[src/rtl/pdetect_pkg.sv]
`default_nettype none
// ============================================================================
//  Module   : pdetect_pkg
//  Brief    : Shared types and helpers for the pattern-detect stream stages.
//  Revision : 1.0  initial release
// ============================================================================
package pdetect_pkg;

    // Framing state of the sync hunter / payload packer
    typedef enum logic [0:0] {
        HUNT    = 1'b0,
        PAYLOAD = 1'b1
    } frame_state_t;

    localparam int BYTES_PER_WORD = 4;

    // Width of a byte index able to count 0 .. n-1 (at least one bit)
    function automatic int idx_width(input int n);
        return (n > 2) ? $clog2(n) : 1;
    endfunction

endpackage
`default_nettype wire

[src/rtl/stream_out_reg.sv]
`default_nettype none
// ============================================================================
//  Module   : stream_out_reg
//  Brief    : One-entry ready/valid output register. The producer loads only
//             when the slot is empty or is being drained in the same cycle;
//             contents are held stable while valid && !ready.
//  Revision : 1.0  initial release
// ============================================================================
module stream_out_reg #(
    parameter int WIDTH = 33
) (
    input  logic             i_clk,
    input  logic             i_rst,
    input  logic             i_load,
    input  logic [WIDTH-1:0] i_data,
    input  logic             i_ready,
    output logic             o_valid,
    output logic [WIDTH-1:0] o_data
);

    logic             r_valid;
    logic [WIDTH-1:0] r_data;

    // Load wins over drain so back-to-back words need no bubble
    always_ff @(posedge i_clk or posedge i_rst) begin
        if (i_rst) begin
            r_valid <= 1'b0;
            r_data  <= '0;
        end else if (i_load) begin
            r_valid <= 1'b1;
            r_data  <= i_data;
        end else if (i_ready) begin
            r_valid <= 1'b0;
        end
    end

    assign o_valid = r_valid;
    assign o_data  = r_data;

endmodule
`default_nettype wire

[src/rtl/pdetect_frame_pack.sv]
`default_nettype none
// ============================================================================
//  Module   : pdetect_frame_pack
//  Brief    : Hunts for sync, then packs PAYLOAD_BYTES bytes big-endian into
//             32-bit words on a ready/valid stream with a frame-last flag.
//             Counts completed frames and pulses o_resync on aborted frames.
//  Revision : 1.0  initial release
// ============================================================================
module pdetect_frame_pack
    import pdetect_pkg::*;
#(
    parameter int PAYLOAD_BYTES = 8
) (
    input  logic        i_clk,
    input  logic        i_rst,
    input  logic [7:0]  i_m_data,
    input  logic        i_m_valid,
    output logic        o_m_ready,
    input  logic        i_sync,
    output logic [31:0] o_s_data,
    output logic        o_s_valid,
    input  logic        i_s_ready,
    output logic        o_s_last,
    output logic [15:0] o_frame_count,
    output logic        o_resync
);

    localparam int                 c_idx_w    = idx_width(PAYLOAD_BYTES);
    localparam logic [c_idx_w-1:0] c_last_idx = c_idx_w'(PAYLOAD_BYTES - 1);

    generate
        if ((PAYLOAD_BYTES % BYTES_PER_WORD) != 0 || PAYLOAD_BYTES < BYTES_PER_WORD) begin : g_bad_payload
            $error("PAYLOAD_BYTES must be a multiple of 4 and at least 4");
        end
    endgenerate

    frame_state_t         r_state;
    logic [c_idx_w-1:0]   r_idx;
    logic [23:0]          r_asm;          // lanes 0..2; lane 3 goes straight out
    logic [15:0]          r_frame_count;
    logic                 r_resync;

    logic [1:0]  w_lane;
    logic        w_accept;
    logic        w_last_byte;
    logic        w_restart;
    logic        w_word_done;
    logic [32:0] w_out;

    assign w_lane = r_idx[1:0];

    // Only a lane-3 byte needs the output slot, so only it can be stalled
    assign o_m_ready   = (r_state == HUNT) ||
                         !((w_lane == 2'd3) && o_s_valid && !i_s_ready);
    assign w_accept    = i_m_valid && o_m_ready;
    // A sync arriving with the final byte lets that frame finish normally
    assign w_last_byte = (r_state == PAYLOAD) && w_accept && (r_idx == c_last_idx);
    assign w_restart   = i_sync && !w_last_byte;
    assign w_word_done = (r_state == PAYLOAD) && !w_restart && w_accept && (w_lane == 2'd3);

    // Framing state, byte index, word assembly, frame counter and resync pulse
    always_ff @(posedge i_clk or posedge i_rst) begin
        if (i_rst) begin
            r_state       <= HUNT;
            r_idx         <= '0;
            r_asm         <= '0;
            r_frame_count <= '0;
            r_resync      <= 1'b0;
        end else begin
            r_resync <= 1'b0;
            if (w_restart) begin
                // New frame; a byte accepted now is payload byte 0
                r_state  <= PAYLOAD;
                r_resync <= (r_state == PAYLOAD);
                r_asm    <= w_accept ? {i_m_data, 16'h0000} : 24'h000000;
                r_idx    <= w_accept ? c_idx_w'(1) : '0;
            end else if ((r_state == PAYLOAD) && w_accept) begin
                case (w_lane)
                    2'd0:    r_asm[23:16] <= i_m_data;
                    2'd1:    r_asm[15:8]  <= i_m_data;
                    2'd2:    r_asm[7:0]   <= i_m_data;
                    default: ;
                endcase
                if (w_last_byte) begin
                    r_frame_count <= r_frame_count + 16'd1;
                    r_idx         <= '0;
                    r_state       <= i_sync ? PAYLOAD : HUNT;
                end else begin
                    r_idx <= r_idx + c_idx_w'(1);
                end
            end
        end
    end

    stream_out_reg #(
        .WIDTH (33)
    ) u_out (
        .i_clk   (i_clk),
        .i_rst   (i_rst),
        .i_load  (w_word_done),
        .i_data  ({(r_idx == c_last_idx), r_asm, i_m_data}),
        .i_ready (i_s_ready),
        .o_valid (o_s_valid),
        .o_data  (w_out)
    );

    assign o_s_data      = w_out[31:0];
    assign o_s_last      = w_out[32];
    assign o_frame_count = r_frame_count;
    assign o_resync      = r_resync;

endmodule
`default_nettype wire

[config.mk]
export PLATFORM = sky130hd
export DESIGN_NAME = pdetect_frame_pack
export DESIGN_NICKNAME = d
export VERILOG_FILES = /design/src/rtl/pdetect_pkg.sv /design/src/rtl/stream_out_reg.sv /design/src/rtl/pdetect_frame_pack.sv
export SDC_FILE = /design/constraint.sdc
export NUM_CORES = 1
export LEC_CHECK = 0
export CAP_MARGIN = 5
export CORE_MARGIN = 5
export CORE_UTILIZATION = 56
export CTS_CLUSTER_DIAMETER = 200
export DETAILED_ROUTE_END_ITERATION = 8
export GPL_ROUTABILITY_DRIVEN = 0
export PLACE_DENSITY_LB_ADDON = 0.05
export SLEW_MARGIN = 30
export SYNTH_ARGS = -nofsm -noshare
export SYNTH_HDL_FRONTEND = slang
export SYNTH_SLANG_ARGS = --single-unit
[constraint.sdc]
create_clock -name i_clk -period 5.9 [get_ports i_clk]
set_clock_uncertainty 0.15 [all_clocks]
set_input_delay 1.475 -clock i_clk [delete_from_list [all_inputs] [get_ports i_clk]]
set_output_delay 1.475 -clock i_clk [all_outputs]
set_load 0.005 [all_outputs]
==> impl_metrics.yaml <==
timing:
  finalSetupViolations: 0
  setup_tns_ps: 0
  finalHoldViolations: 0
  period_share_pct: 74.7
  fmax_mhz: 227
  worst_pin_slew_ps: 785
  maxSlewHeadroom_pct: 47.6
  period_needed_ps: 4410
  rsz0062_at_grt: "false"
  hold_ws_ps: 327
  slew_viol_final: 0
  layout_setup_ws_ps: 1490
power:
  p_per_area_nw_per_um2: 302
  design_power_total_mw: 1.30
  power_leakage_nw: 2.07
  peakVddDrop_uv: 211
floorplan:
  die_y_microns: 89.0
  die_w_microns: 89.0
  initial_core_util_pct: 58.3
  core_area_sq_um: 5990
  rows: 28
  ios: 65
  die_area_sq_um: 7920
worst_setup_path:
  critPathKind: "input pin to primary output"
  worstSetupEndpointType: "primary output"
  setup.worst_path.end: "o_m_ready"
  r2r_cells: 6
  cp.arrival_ps: 2780
  cp_data_required_time_ps: 4280
  r2r_start: "r_idx[0]$_DFFE_PP0P_"
  start_kind: "input pin"
  rrSetupSlack_ps: 3030
  startpoint: "i_s_ready"
  reg2reg_to: "r_asm[18]$_DFFE_PP0P_"
  crit_fanout: 4
clock_tree:
  post_cts_buffers: 0
  clock_path_buffers: 2
  cts_buffers: 9
  ctsResizeCount: 0
  clk_pin_slew_worst_paths_ps: 80
  cts_sinks: 79
  cts_max_level: 3
  tritoncts: "yes"
  insertion_delay_ps: 350
  cts-root-buf: "clkbuf_8"
  cts_hold_buffers: 0
run_status:
  outcome: "completed"
final_layout:
  drive_above_1_share_pct: 15.9
  stdcell_area_sq_um: 4320
  diodes: 0
  num-fill-cells: 437
  multi_input_area_sq_um: 1360
  final_common_cell: "dfrtp_1"
  most-common-layout-cells: "dfrtp_1, clkdlybuf4s50_1, nand2_1"
  areaGrowthSynthToFinish_pct: 23.7
  layout.nets: 367
  seq_area_sq_um: 1980
  fin_cells: 428
  utilization_pct: 72.2
hold_path:
  hold_path.class: "flip-flop to flip-flop"
synthesis:
  synth_cells: 282
  ys_ff_latch: 79
  synth.distinct_cells: 33
  synth_top_family_by_area: "multiplexers"
  syn_nets: 301
  syn_area_per_cell_sq_um: 12.4
  netlist_area_sq_um: 3490
  synth_xor_xnor_area_share_pct: 4.01
  synth_compound_area_share_pct: 4.01
  yosys_warnings: 0
  synth_fa_ha_area_share_pct: 2.15
  synth.yosys.seq_area_share_pct: 56.6
  yosys.area_share.simple_pct: 12.8
  synth_mux_area_share_pct: 16.0
place:
  post-place-ws_ps: 1500
  dp_hpwl_microns: 4820
  place_inst: 412
  place_area_sq_um: 4140
  port_buffers: 64
grt:
  grt_usage_pct: 19.4
  grt_pass1_wl_microns: 11700
  antenna_found_initial: 0
  first_global_vias: 2362
  grt_overflow_total: 0
  grt_max_degree: 43
drt:
  wl_per_cell_microns: 16.3
  first_iter_violations: 138
  via_per_inst: 5.38
  drt.antenna.violating_nets: 0
  dr.pass1.iters: 4
  drc: 0
  num_vias: 2304
  totalWireLength_microns: 6990
job:
  max_cap_violations: 0
[cells in the mapped netlist]
cell	number	area share [%]
a21oi_1	19	2.7
buf_12	1	0.57
nand4_1	7	1.3
nand2_1	36	3.9
a21oi_2	1	0.25
mux2_2	4	1.3
ha_1	6	2.1
clkbuf_1	3	0.32
o21ai_1	1	0.14
nand3b_4	1	0.57
a22o_1	1	0.25
buf_8	2	0.86
and2_4	1	0.25
xnor2_1	15	3.8
mux2_4	29	12
nor3_1	4	0.57
inv_1	16	1.7
buf_6	2	0.64
mux2i_1	8	2.3
a21o_1	1	0.21
and3_1	3	0.54
buf_2	2	0.29
and4b_1	1	0.29
dfrtp_1	79	57
nand3_1	26	3.7
nand3_4	1	0.50
and2_2	1	0.21
and2_1	1	0.18
o21ai_0	3	0.43
xor2_1	1	0.25
nor2_1	4	0.43
nand2b_1	1	0.18
and3b_1	1	0.25
[worst max-delay path, stage by stage]
cell,delay [ps]
clkdlybuf4s50_1,520
and4b_1,230
inv_1,60
clkdlybuf4s50_1,500
[kinds of logic (layout without fill, tap and decap cells)]
family,Yosys count,in the layout
fa+ha+maj,6,6
xor+xnor,16,16
buf+inv,26,97
mux,41,41
simple gates,88,88
flops,79,79
compound gates,26,26
[metal layers]
layer	vias up	global-route usage [%]	part of all wire, %
li1	1090	-	-
met1	1142	27.2	46
met2	64	29.7	48
met3	8	3.87	5.0
met4	0	7.85	1.4
met5	-	0	0
[cell type report]
| cell class | count | share of cell area (%) |
|---|---|---|
| timing repair buffer | 65 | 15.0 |
| clock inverter | 7 | 1.30 |
| tap | 75 | 2.17 |
| clock buffer | 9 | 2.87 |
| multi-input combinational | 177 | 31.5 |
| inverter | 16 | 1.39 |
| sequential | 79 | 45.7 |
[how the worst min path moves through the flow]
stage / cells after the start / end / start
after detailed placement: 1 / o_frame_count[15]$_DFFE_PP0P_ / o_frame_count[15]$_DFFE_PP0P_
final: 1 / o_frame_count[15]$_DFFE_PP0P_ / o_frame_count[15]$_DFFE_PP0P_
after CTS: 1 / o_frame_count[15]$_DFFE_PP0P_ / o_frame_count[15]$_DFFE_PP0P_
after global placement: 1 / o_frame_count[15]$_DFFE_PP0P_ / o_frame_count[15]$_DFFE_PP0P_
after global routing: 1 / u_out.o_data[22]$_DFFE_PP0P_ / u_out.o_data[22]$_DFFE_PP0P_
after floorplan: 1 / o_frame_count[15]$_DFFE_PP0P_ / o_frame_count[15]$_DFFE_PP0P_
[flip-flops by register name, indices dropped and copies added (netlist names)]
register and flops:
u_out.o_data 33, r_asm 24, o_frame_count 16, r_idx 3, o_resync 1, r_state 1
u_out.o_valid 1
[power by group]
| part | switching (mW) | internal (mW) | leakage, nW |
|---|---|---|---|
| registers | 0.0430 | 0.612 | 1.05 |
| logic | 0.0928 | 0.187 | 0.948 |
| clock network | 0.212 | 0.156 | 0.0785 |
(Power assumes the default switching activity.)
